===== config.mk =====
export PLATFORM = sky130hd
export DESIGN_NAME = keypad_scanner
export DESIGN_NICKNAME = d
export VERILOG_FILES = /design/src/rtl/calc_pkg.sv /design/src/rtl/sync2.sv /design/src/rtl/keypad_scanner.sv
export SDC_FILE = /design/constraint.sdc
export NUM_CORES = 1
export LEC_CHECK = 0
export ABC_AREA = 1
export ABC_CLOCK_PERIOD_IN_PS = 1300
export CAP_MARGIN = 10
export CORE_UTILIZATION = 25
export CTS_BUF_LIST = sky130_fd_sc_hd__clkbuf_4
export DETAILED_ROUTE_END_ITERATION = 16
export DONT_BUFFER_PORTS = 1
export PLACE_DENSITY_LB_ADDON = 0.1
export SYNTH_ARGS = -nofsm -noshare
export SYNTH_HDL_FRONTEND = slang
export SYNTH_SLANG_ARGS = --single-unit

===== constraint.sdc =====
create_clock -name clk -period 1.3 [get_ports clk]
set_input_delay 0.325 -clock clk [delete_from_list [all_inputs] [get_ports clk]]
set_output_delay 0.325 -clock clk [all_outputs]
set_load 0.02 [all_outputs]

===== src/rtl/calc_pkg.sv =====
// calc_pkg: shared keypad scanner states, raw key codes and matrix width.
package calc_pkg;
    localparam int KP_W = 4;
    typedef enum logic [1:0] {SCAN, DEBOUNCE, HELD, RELEASE} scan_state_e;
    localparam logic [3:0] KEY_R0C0 = 4'd0,  KEY_R0C1 = 4'd1,  KEY_R0C2 = 4'd2,  KEY_R0C3 = 4'd3;
    localparam logic [3:0] KEY_R1C0 = 4'd4,  KEY_R1C1 = 4'd5,  KEY_R1C2 = 4'd6,  KEY_R1C3 = 4'd7;
    localparam logic [3:0] KEY_R2C0 = 4'd8,  KEY_R2C1 = 4'd9,  KEY_R2C2 = 4'd10, KEY_R2C3 = 4'd11;
    localparam logic [3:0] KEY_R3C0 = 4'd12, KEY_R3C1 = 4'd13, KEY_R3C2 = 4'd14, KEY_R3C3 = 4'd15;
    function automatic logic [3:0] key_code_of(input logic [1:0] row, input logic [1:0] col);
        return {row, col};
    endfunction
endpackage


===== src/rtl/sync2.sv =====
// sync2: two-flop synchronizer for asynchronous inputs, resets to all-ones.
module sync2 #(
    parameter int W = 4
) (
    input  logic         clk,
    input  logic         rst_n,
    input  logic [W-1:0] d,
    output logic [W-1:0] q
);
    logic [W-1:0] s1_q, s2_q;
    always_ff @(posedge clk) begin
        if (!rst_n) begin
            s1_q <= '1;
            s2_q <= '1;
        end else begin
            s1_q <= d;
            s2_q <= s1_q;
        end
    end
    assign q = s2_q;
endmodule


===== src/rtl/keypad_scanner.sv =====
// keypad_scanner: column scan, debounce and one-strobe-per-press code capture for a 4x4 keypad.
module keypad_scanner
    import calc_pkg::*;
#(
    parameter int SCAN_DIV     = 1000,
    parameter int DEBOUNCE_CYC = 200000
) (
    input  logic            clk,
    input  logic            rst_n,
    input  logic [KP_W-1:0] row_n,
    output logic [KP_W-1:0] col_n,
    output logic            key_valid,
    output logic [3:0]      key_code,
    output logic            key_held
);
    localparam int CMAX = (SCAN_DIV > DEBOUNCE_CYC) ? SCAN_DIV : DEBOUNCE_CYC;
    localparam int CW = $clog2(CMAX);
    localparam logic [CW-1:0] SCAN_END = CW'(SCAN_DIV - 1);
    localparam logic [CW-1:0] DEB_END = CW'(DEBOUNCE_CYC - 1);

    scan_state_e     state_q, state_d;
    logic [1:0]      col_q, col_d, row_q, row_d;
    logic [CW-1:0]   cnt_q, cnt_d;
    logic            key_valid_q, key_valid_d, key_held_q, key_held_d;
    logic [3:0]      key_code_q, key_code_d;
    logic [KP_W-1:0] row_s;
    logic [1:0]      low_row;
    logic            row_up;

    sync2 #(.W(KP_W)) u_sync (.clk(clk), .rst_n(rst_n), .d(row_n), .q(row_s));

    assign low_row = !row_s[0] ? 2'd0 : !row_s[1] ? 2'd1 : !row_s[2] ? 2'd2 : 2'd3;
    assign row_up  = row_s[row_q];

    // one shared counter: dwell in SCAN, stable-cycle count in DEBOUNCE/RELEASE
    always_comb begin
        state_d     = state_q;
        col_d       = col_q;
        row_d       = row_q;
        cnt_d       = cnt_q + 1'b1;
        key_valid_d = 1'b0;
        key_code_d  = key_code_q;
        key_held_d  = key_held_q;
        unique case (state_q)
            SCAN: if (cnt_q == SCAN_END) begin
                cnt_d = '0;
                if (row_s != '1) begin
                    state_d = DEBOUNCE;
                    row_d   = low_row;
                end else begin
                    col_d = col_q + 2'd1;
                end
            end
            DEBOUNCE: if (row_up) begin
                state_d = SCAN;
                cnt_d   = '0;
            end else if (cnt_q == DEB_END) begin
                state_d     = HELD;
                key_valid_d = 1'b1;
                key_code_d  = key_code_of(row_q, col_q);
                key_held_d  = 1'b1;
            end
            HELD: begin
                cnt_d   = '0;
                state_d = row_up ? RELEASE : HELD;
            end
            RELEASE: if (!row_up) begin
                cnt_d = '0;
            end else if (cnt_q == DEB_END) begin
                state_d    = SCAN;
                cnt_d      = '0;
                key_held_d = 1'b0;
                col_d      = col_q + 2'd1;
            end
            default: state_d = SCAN;
        endcase
    end

    always_ff @(posedge clk) begin
        if (!rst_n) begin
            state_q     <= SCAN;
            col_q       <= '0;
            row_q       <= '0;
            cnt_q       <= '0;
            key_valid_q <= 1'b0;
            key_code_q  <= KEY_R0C0;
            key_held_q  <= 1'b0;
        end else begin
            state_q     <= state_d;
            col_q       <= col_d;
            row_q       <= row_d;
            cnt_q       <= cnt_d;
            key_valid_q <= key_valid_d;
            key_code_q  <= key_code_d;
            key_held_q  <= key_held_d;
        end
    end

    assign col_n     = ~(4'b0001 << col_q);
    assign key_valid = key_valid_q;
    assign key_code  = key_code_q;
    assign key_held  = key_held_q;
endmodule


==> results.md <==
- Leak pwr: 1.16 nW
- CP endpoint: cnt_q[14]
- First-pass GRT wire length: 7.40 mm
- Layout Nets: 319
- Worst-path clk slew: around 0.11 ns
- TritonCTS Buffers: 5
- Initial core utilization: 26.4%
- Root Driver: clkbuf_4
- Top delay family on crit path: simple AND/OR/NAND/NOR gates
- GPL Wtd Cong: 0.749
- Clk sinks: 38
- DR WL/cell: ~11 um
- Final std cells w/o fill: 405
- Cells after synthesis: 253
- Worst slew pin tran: 0.488 ns
- Max stage delay on crit path: between 0.3 and 0.4 ns
- Critical path class: register to register
- Die area: 7630 um2
- Final Cycle Share: 115%
- Cell depth of the worst setup path: 10
- CTS tree: done
- Initial antenna violation count: 0
- DRT iter0 DRCs: 46
- Placed Instances: 390
- Max cap viols: 0
- Top_reg_cell synth: dfxtp_1
- Detailed Routing Iterations Pass 1: 6
- Unrepaired setup endpoints after global routing: true
- Asr flop ratio synth: 0%
- FF-to-FF End: cnt_q[14]
- Post-CTS Hold Buffers: 0
- Fill cells: 735
- Worst endpoint required time: 1.56 ns
- Clk_lat worst skew: about 0.35 ns
- Violated checks: setup timing
- DR vias: 1656
- Worst IR Drop VDD: 0.371 mV
- Fin. max-slew vios: 0
- Clock tree buffer depth: 2
- Highest clock rate: 670 MHz
- Chip Width: roughly 87 um
- I/O pin cnt: 16
- Avg Cell Area, Syn: about 7.2 um2
- Hold WS: 0.0723 ns
- Total gr overflow: 0
- Largest net degree at the start of global routing: 15
- Min Tclk post-route: 1.49 ns
- Placeable core area: 6910 um2
- Register-to-Register Path Depth: 10
- YS warnings: 0
- Reg2reg start: cnt_q[0]
- Overall routing resource usage: 12.6%
- Cell variety after synth: 26
- Place WS: -0.230 ns
- Layout cells sized above 1: around half
- Internal reg-to-reg setup slack: -0.19 ns
- Crit path DAT: around 1.8 ns
- CP Cell Sequence: ha_4 > nand3_4 > inv_2 > nand2_4 > nor2_4 > nand2_4 > nor2_4 > nand3_2 > xor2_1 > nor2_1
- Outcome: finished with violations
- Crit. Startpoint: cnt_q[0]
- Vias per cell: roughly 4.1
- Slew HR: 67.5%
- HP Class: input port to register
- Post-DP Area: between 2000 and 2500 um2
- Worst Path Max Fanout: 4
- Finish-stage setup viols: 34
- FF+latch count, synth: 38
- Final hold viol count: 0
- Slowest cell on the critical path: dfxtp_4
- Vias in the first global route: 1566
- Antenna-violating nets left: 0
- Worst path buffer plus inverter count: 1
- Seq/Total Area, Yosys: 41.8%
- CP Capture Type: register
- Fin area: 2780 um2
- I/O Buffers: 0
- Row cnt: 30
- Residual DRC count: 0
- # diodes: 0
- Post-synth EDFFs: 0
- Setup ws final: -0.193 ns
- Syn_nets: approximately 260
- Die Y: around 87 um
- Post-Route WL: 4.40 mm
- Synthesized area: 1820 um2
- Synth-to-Final Area Change: 52.5%
- Crit start category: register
- Final setup TNS: -4.24 ns
- Worst Skew: 0.0113 ns
- Cell Pwr Density: 691 nW/um2
- H-tree depth: 2
- Placed wire-length estimate: ~3.1 mm
-- worst min-delay path by stage --
stage                         from             end  depth (start not counted)
finish                    row_n[0]  u_sync.s1_q[0]                          1
global route              row_n[2]  u_sync.s1_q[2]                          1
CTS                       row_n[1]  u_sync.s1_q[1]                          1
detailed placement  u_sync.s1_q[2]     u_sync.q[2]                          1
global placement    u_sync.s1_q[3]     u_sync.q[3]                          1
floorplan           u_sync.s1_q[0]     u_sync.q[0]                          1
-- cells in the mapped netlist (2+ instances only) --
cell type / n / area (um2)
o21ai_0: 11 / 55.1
nor2_1: 40 / 150
ha_1: 5 / 62.6
inv_2: 3 / 11.3
a21boi_0: 2 / 15.0
a21oi_1: 10 / 50.1
dfxtp_1: 38 / 761
clkbuf_1: 2 / 7.51
nand4_1: 2 / 12.5
xor2_1: 11 / 96.3
nand2_2: 6 / 37.5
inv_1: 33 / 124
nand3_1: 17 / 85.1
nand2_1: 50 / 188
nor3_2: 2 / 20.0
nor3_1: 2 / 10.0
nor2_2: 2 / 12.5
or2_2: 9 / 56.3
-- area by class of cell --
| type | instances | area, um2 | share of cell area (%) |
|---|---|---|---|
| inverters | 36 | 158 | 5.67 |
| multi-input cells | 176 | 1220 | 44.0 |
| clock inverters | 2 | 8.76 | 0.315 |
| well taps | 96 | 120 | 4.32 |
| repair buffers | 51 | 427 | 15.4 |
| clock buffers | 6 | 45.0 | 1.62 |
| flip-flops and latches | 38 | 798 | 28.7 |
-- where the power goes --
group | total, W | switching, W | internal [W]
sequential | 0.00119 | 0.0000152 | 0.00117
combinational | 0.000106 | 0.0000544 | 0.0000512
clock | 0.000627 | 0.000403 | 0.000224
-- per-layer routing --
metal	vias up	GRT usage (%)	part of all wire [%]
met5	-	0	0
met4	0	4.47	1.7
met3	5	3.13	2.7
met2	15	17.5	42
met1	737	18.6	53
li1	899	-	-
-- state kept, by name (all words and copies together), names as in the netlist, named ones only --
| signal | count |
|---|---|
| key_code | 4 |
| col_q | 2 |
| cnt_q | 18 |
| state_q | 1 |
| key_held | 1 |
| row_q | 2 |
| u_sync.s1_q | 4 |
| key_valid | 1 |
| u_sync.q | 4 |
-- stage by stage --
stage	utilization (%)	power (W)
after floorplan	-	0.00128
after global placement	33.2	0.00131
after detailed placement	33.2	0.00131
after CTS	36.4	0.00195
after global routing	40.2	0.00203
final	40.2	0.00192
-- what timing repair did --
action,in CTS,in global routing
buffers inserted,3,4
hold endpoints to repair,0,0
endpoints found under the setup margin,34,34
pin swaps,11,20
resized for setup,49,75
-- layout by cell type, fill, tap and decap left out, types with 2 or more instances in the layout --
| cell type | instances |
|---|---|
| a21oi_1 | 8 |
| a21oi_2 | 2 |
| buf_12 | 2 |
| buf_4 | 44 |
| buf_6 | 5 |
| clkbuf_4 | 6 |
| dfxtp_1 | 22 |
| dfxtp_2 | 9 |
| dfxtp_4 | 7 |
| ha_4 | 5 |
| inv_1 | 20 |
| inv_2 | 8 |
| inv_4 | 7 |
| nand2_1 | 40 |
| nand2_2 | 11 |
| nand2_4 | 5 |
| nand3_1 | 8 |
| nand3_2 | 4 |
| nand3_4 | 5 |
| nand4_1 | 2 |
| nor2_1 | 26 |
| nor2_2 | 7 |
| nor2_4 | 10 |
| nor3_4 | 2 |
| o21ai_1 | 7 |
| o21ai_2 | 4 |
| or2_2 | 9 |
| xor2_1 | 11 |
-- worst reg2reg max path: cells and delay by family (launching register included) --
kind,cells,cell delay (ns)
flops,1,0.38
buf+inv,1,0.08
fa+ha+maj,1,0.16
xor+xnor,1,0.13
simple gates,7,0.66
-- kinds of logic (layout without fill, tap and decap cells) --
kind of cell / count (synthesis) / count (layout) / share of synthesized area (%)
and+or+nand+nor: 134 / 134 / 33.1
buffers and inverters: 39 / 95 / 8.45
DFF: 38 / 38 / 41.8
AOI/OAI and AO/OA: 25 / 25 / 7.49
xor gates and xnor gates: 12 / 12 / 5.77
adders and majority gates: 5 / 5 / 3.43
Power figures use the tool's default switching activity.
